### src/rtl/nonce_scheduler.sv
// Nonce search controller driving one sha256d core: serves header words, checks digests for leading zeros.
// Optional NONCE_SCHED_STATS_EN adds saturating attempt and busy-cycle counters.
module nonce_scheduler #(
  parameter int NONCE_W   = 32,
  parameter int HDR_WORDS = 19
) (
  input  logic               clk,
  input  logic               rst,
  input  logic               hdr_we,
  input  logic [4:0]         hdr_addr,
  input  logic [31:0]        hdr_wdata,
  input  logic [NONCE_W-1:0] nonce_base,
  input  logic [NONCE_W-1:0] nonce_end,
  input  logic [8:0]         tgt_zeros,
  input  logic               go,
  input  logic               abort,
  output logic               busy,
  output logic               found,
  output logic               exhausted,
  output logic [NONCE_W-1:0] found_nonce,
  output logic [NONCE_W-1:0] cur_nonce,
  output logic               core_start,
  input  logic [4:0]         core_addr,
  input  logic               core_rq,
  output logic [31:0]        core_data,
  output logic               core_rdy,
  input  logic [255:0]       core_hash,
  input  logic               core_done
`ifdef NONCE_SCHED_STATS_EN
  ,
  output logic [31:0]        attempts,
  output logic [31:0]        cycles
`endif
);

  typedef enum logic [2:0] {IDLE, START, FEED, CHECK, DRAIN} state_t;

  localparam logic [4:0] HDR_LIMIT = 5'(HDR_WORDS);

  state_t             state;
  logic [31:0]        hdr_mem [HDR_WORDS];
  logic [NONCE_W-1:0] end_r;
  logic [8:0]         tgt_r;
  logic               match_r;
  logic               core_active;
  logic               hash_ok;
  logic [31:0]        rd_word;

  // Shifting right by (256 - tgt) leaves exactly the top tgt bits; tgt=0 shifts everything out.
  always_comb begin
    hash_ok = (tgt_r <= 9'd256) && ((core_hash >> (9'd256 - tgt_r)) == 256'd0);
  end

  always_comb begin
    rd_word = 32'h0;
    if (core_addr < HDR_LIMIT)
      rd_word = hdr_mem[core_addr];
    else if (core_addr == HDR_LIMIT)
      rd_word = cur_nonce;
  end

  // Header RAM has no reset; it keeps its contents across runs and resets.
  always_ff @(posedge clk) begin
    if (!rst && state == IDLE && hdr_we && hdr_addr < HDR_LIMIT)
      hdr_mem[hdr_addr] <= hdr_wdata;
  end

  // core_active tracks an issued core run that has not yet reported done, so DRAIN never waits forever.
  always_ff @(posedge clk) begin
    if (rst) begin
      state       <= IDLE;
      busy        <= 1'b0;
      found       <= 1'b0;
      exhausted   <= 1'b0;
      found_nonce <= '0;
      cur_nonce   <= '0;
      core_start  <= 1'b0;
      core_data   <= 32'h0;
      core_rdy    <= 1'b0;
      end_r       <= '0;
      tgt_r       <= 9'd0;
      match_r     <= 1'b0;
      core_active <= 1'b0;
    end else begin
      core_start <= 1'b0;
      if (state inside {START, FEED, DRAIN} && core_rq && !core_rdy) begin
        core_rdy  <= 1'b1;
        core_data <= rd_word;
      end else begin
        core_rdy <= 1'b0;
      end
      if (core_done)
        core_active <= 1'b0;

      case (state)
        IDLE: begin
          if (go) begin
            end_r       <= nonce_end;
            tgt_r       <= tgt_zeros;
            cur_nonce   <= nonce_base;
            found       <= 1'b0;
            exhausted   <= 1'b0;
            busy        <= 1'b1;
            core_start  <= 1'b1;
            core_active <= 1'b1;
            state       <= START;
          end
        end
        START: state <= abort ? DRAIN : FEED;
        FEED: begin
          if (abort) begin
            state <= DRAIN;
          end else if (core_done) begin
            match_r <= hash_ok;
            state   <= CHECK;
          end
        end
        CHECK: begin
          if (abort) begin
            state <= DRAIN;
          end else if (match_r) begin
            found       <= 1'b1;
            found_nonce <= cur_nonce;
            busy        <= 1'b0;
            state       <= IDLE;
          end else if (cur_nonce == end_r) begin
            exhausted <= 1'b1;
            busy      <= 1'b0;
            state     <= IDLE;
          end else begin
            cur_nonce   <= cur_nonce + 1'b1;
            core_start  <= 1'b1;
            core_active <= 1'b1;
            state       <= START;
          end
        end
        DRAIN: begin
          if (core_done || !core_active) begin
            busy  <= 1'b0;
            state <= IDLE;
          end
        end
        default: state <= IDLE;
      endcase
    end
  end

`ifdef NONCE_SCHED_STATS_EN
  always_ff @(posedge clk) begin
    if (rst) begin
      attempts <= 32'h0;
      cycles   <= 32'h0;
    end else if (state == IDLE && go) begin
      attempts <= 32'h0;
      cycles   <= 32'h0;
    end else begin
      if (state == CHECK && attempts != 32'hFFFF_FFFF)
        attempts <= attempts + 32'h1;
      if (busy && cycles != 32'hFFFF_FFFF)
        cycles <= cycles + 32'h1;
    end
  end
`else
  // Statistics counters are not built in this configuration.
`endif

endmodule

### config.mk
export PLATFORM = sky130hd
export DESIGN_NAME = nonce_scheduler
export DESIGN_NICKNAME = d
export VERILOG_FILES = /design/src/rtl/nonce_scheduler.sv
export SDC_FILE = /design/constraint.sdc
export NUM_CORES = 2
export LEC_CHECK = 0
export ABC_AREA = 0
export CAP_MARGIN = 0
export CORE_AREA = 10 10 359 361
export DETAILED_ROUTE_END_ITERATION = 12
export DIE_AREA = 0 0 369 371
export PLACE_DENSITY = 0.59
export SETUP_SLACK_MARGIN = 0.2
export SLEW_MARGIN = 10
export SYNTH_ARGS = -nofsm -noshare
export SYNTH_HDL_FRONTEND = slang
export SYNTH_SLANG_ARGS = --single-unit
### constraint.sdc
create_clock -name clk -period 5.63 [get_ports clk]
set_input_delay 0.8445 -clock clk [delete_from_list [all_inputs] [get_ports clk]]
set_output_delay 0.8445 -clock clk [all_outputs]
set_load 0.005 [all_outputs]
==> impl_results.md <==
* Status: complete, no violations
* Clock root cell: clkbuf_16
* CTS tree: done
* Max_cap viols at 0
* Top FF cell, synth: edfxtp_1
* Metal2 WL at 97100 um
* Final Hold Viols at 0
* Synthesized flop and latch total at ~760
* Clk_lat worst skew at roughly 0.64 ns
* Post-CTS Hold Buffers at 0
* Asr flop ratio synth at 0
* Reg clk slew, reported paths at ~0.06 ns
* H-tree Lvls at 3
* Die Wd at around 370 um
* Design Area, Final at around 0.058 mm^2
* Sequential share of the synthesized area at 0.438
* Final HPWL DP at about 150000 um
* Classification of the worst setup path: flip-flop to flip-flop
* Antenna Nets Post-Route at 0
* # IOs at 479
* Footprint of the multi-input gates at between 0.02 and 0.03 mm^2
* CP required at ~6.2 ns
* Synthesized area at 0.0484 mm^2
* Layout area overhead at 19.2%
* Final-layout fill cell count at between 10000 and 15000
* Slew @ Worst Pin at 1.16 ns
* Clk buf depth at 3
* WL final at between 150000 and 200000 um
* Clk_skew at just under 0.06 ns
* Worst rel slew slack at 0.225
* VDD IR-drop max at approximately 0.25 mV
* R2R Setup Slk at 0.34 ns
* Commonest cells after routing, fill and taps aside: 608 x edfxtp_1, 472 x clkdlybuf4s50_1, 468 x nand2_1
* RePlAce Congestion at 1.03
* Leakage at 19.3 nW
* Metal-1 WL at between 70000 and 80000 um
* Final Max Slew Viols at 0
* DRT Pass-1 Iters at 8
* Vias in the first global route at 39800
* Hold Crit Class: flip-flop to flip-flop
* Syn avg cell area at around 11 um^2
* GRT Util Overall at 0.278
* First-pass GRT wire length at between 200000 and 300000 um
* Startpoint types: flip-flop
* DR iter-0 viols at 4465
* IO buf count at 478
* Pwr per Cell Area at a little over 300 mW/mm^2
* Die Area at 0.137 mm^2
* Avg WL per Cell at ~31 um
* Core Footprint at around 0.12 mm^2
* Most common cell after layout, fill and taps aside: edfxtp_1
* Fin crit share at 0.940
* Post-CTS setup buffers at 0
* Std-Cell Rows at roughly 130
* Register Area at roughly 0.021 mm^2
* Layout Nets at between 5000 and 6000
* Final Setup Violations at 0
* Number of distinct library cells after synthesis at 113
* Post-synth EDFFs at approximately 610
* DR top layer: met5
* Setup TNS at 0 ns
* Worst EP arrival at 5.85 ns
* Vias/cell at roughly 6.4
* RSZ-0062 raised after global routing: false
* CP max FO at 36
* YS warnings at 0
* Starting Density at 0.399
* Vias at 40500
* Detail Route met3 WL at 13600 um
* Initial antenna violation count at 21
* Post-Syn Nets at ~4600
* Die Ht at 371 um
* Total congestion overflow at 0
* DRC Markers at 0
* Cts repair resizes at 0
* Period minus WS final at around 5.3 ns
* Clock sinks at around 760
* Fmax at roughly 190 MHz
* Mapped Cells at approximately 4300
* Crit path capture type: flip-flop
* Placed Area at about 0.055 mm^2
* Num CTS Buffers at 74
* Largest net degree at the start of global routing at 103
* Share of layout cells above drive strength 1 at 0.168
## metrics by stage
stage          hold WS (ns)  total power, mW  instances  utilization  setup WS, ns
4_1_cts               0.454             17.6       6329        0.475         0.566
3_3_place_gp          0.443             12.8       6198        0.456         0.495
6_report              0.452             17.7       6337        0.476         0.339
5_1_grt               0.476             18.3       6336        0.476         0.268
3_5_place_dp          0.446             12.8       6198        0.456         0.530
2_1_floorplan         0.448             10.2       4268            -         0.443
## final timing paths
check / from / to / depth (start not counted)
hold / removal: found_nonce[14] / found_nonce[14] / 2
setup / recovery: tgt_r[0] / match_r / 16
hold reg to reg: found_nonce[14] / found_nonce[14] / 2
setup reg to reg: tgt_r[0] / match_r / 16
## area by class of cell
type | count | area share
Multi-Input combinational cell | 3126 | 0.442
Tap cell | 1625 | 0.0352
Clock inverter | 31 | 0.00550
Antenna cell | 8 | 0.000347
Inverter | 19 | 0.00132
Sequential cell | 755 | 0.367
Timing Repair Buffer | 673 | 0.113
Clock buffer | 100 | 0.0347
## flip-flops by register name, indices dropped and copies added, names as in the netlist
signal       cells
core_start       1
core_active      1
cur_nonce       32
tgt_r            9
found            1
exhausted        1
hdr_mem        608
state            3
core_rdy         1
busy             1
core_data       32
end_r           32
found_nonce     32
match_r          1
## worst max-delay path, cell delays in order, from the launching register on
cell and delay (ns):
dfxtp_4 0.47, inv_6 0.06, ha_4 0.52, buf_4 0.52
mux2i_1 0.26, buf_4 0.20, mux2i_1 0.12, o32ai_1 0.55
o22ai_1 0.17, a221oi_1 0.54, buf_4 0.25, and3_1 0.17
o211ai_1 0.12, or4_1 0.56, nor4_1 0.39, a41oi_1 0.16
o21ai_1 0.16
## power breakdown
group          total, mW  switching, mW  internal [mW]
Combinational       6.70           4.24           2.46
Sequential          6.21          0.108           6.10
Clock               4.78           2.16           2.62
Total               17.7           6.50           11.2
## synthesized netlist by cell type, drive strengths merged (19+ instances only)
| master | count | area (um^2) |
|---|---|---|
| edfxtp | 608 | 18300 |
| nand2 | 470 | 1770 |
| mux2i | 409 | 4090 |
| mux4 | 300 | 6760 |
| nor2 | 295 | 1120 |
| a21oi | 233 | 1170 |
| buf | 207 | 1280 |
| o21ai | 178 | 895 |
| clkbuf | 161 | 604 |
| dfxtp | 147 | 2940 |
| nand3 | 131 | 661 |
| mux2 | 115 | 1300 |
| nor3 | 100 | 522 |
| a211oi | 94 | 711 |
| o22ai | 54 | 338 |
| o211ai | 52 | 395 |
| a22oi | 50 | 380 |
| nor3b | 38 | 290 |
| xor2 | 38 | 340 |
| a31oi | 33 | 206 |
| nand4 | 33 | 206 |
| and3 | 30 | 188 |
| nor4 | 30 | 209 |
| a221oi | 28 | 258 |
| nand2b | 24 | 150 |
| nor2b | 23 | 144 |
| and2 | 21 | 131 |
| o221ai | 19 | 166 |
## per-layer routing
layer | track usage | vias up
li1 | - | 17700
met1 | 0.344 | 20400
met2 | 0.470 | 1961
met3 | 0.0409 | 504
met4 | 0.141 | 20
met5 | 0 | -
## kinds of logic (layout without fill, tap and decap cells)
| kind of cell | count (synthesis) | count (layout) | share of synthesized area |
|---|---|---|---|
| AOI/OAI and AO/OA | 985 | 985 | 0.139 |
| other | 0 | 8 | 0 |
| adders and majority gates | 3 | 3 | 0.000775 |
| muxes | 824 | 824 | 0.251 |
| buffers and inverters | 387 | 823 | 0.0404 |
| DFF | 755 | 755 | 0.438 |
| xor gates and xnor gates | 43 | 43 | 0.00809 |
| and+or+nand+nor | 1271 | 1271 | 0.123 |
Power figures use the tool's default switching activity.
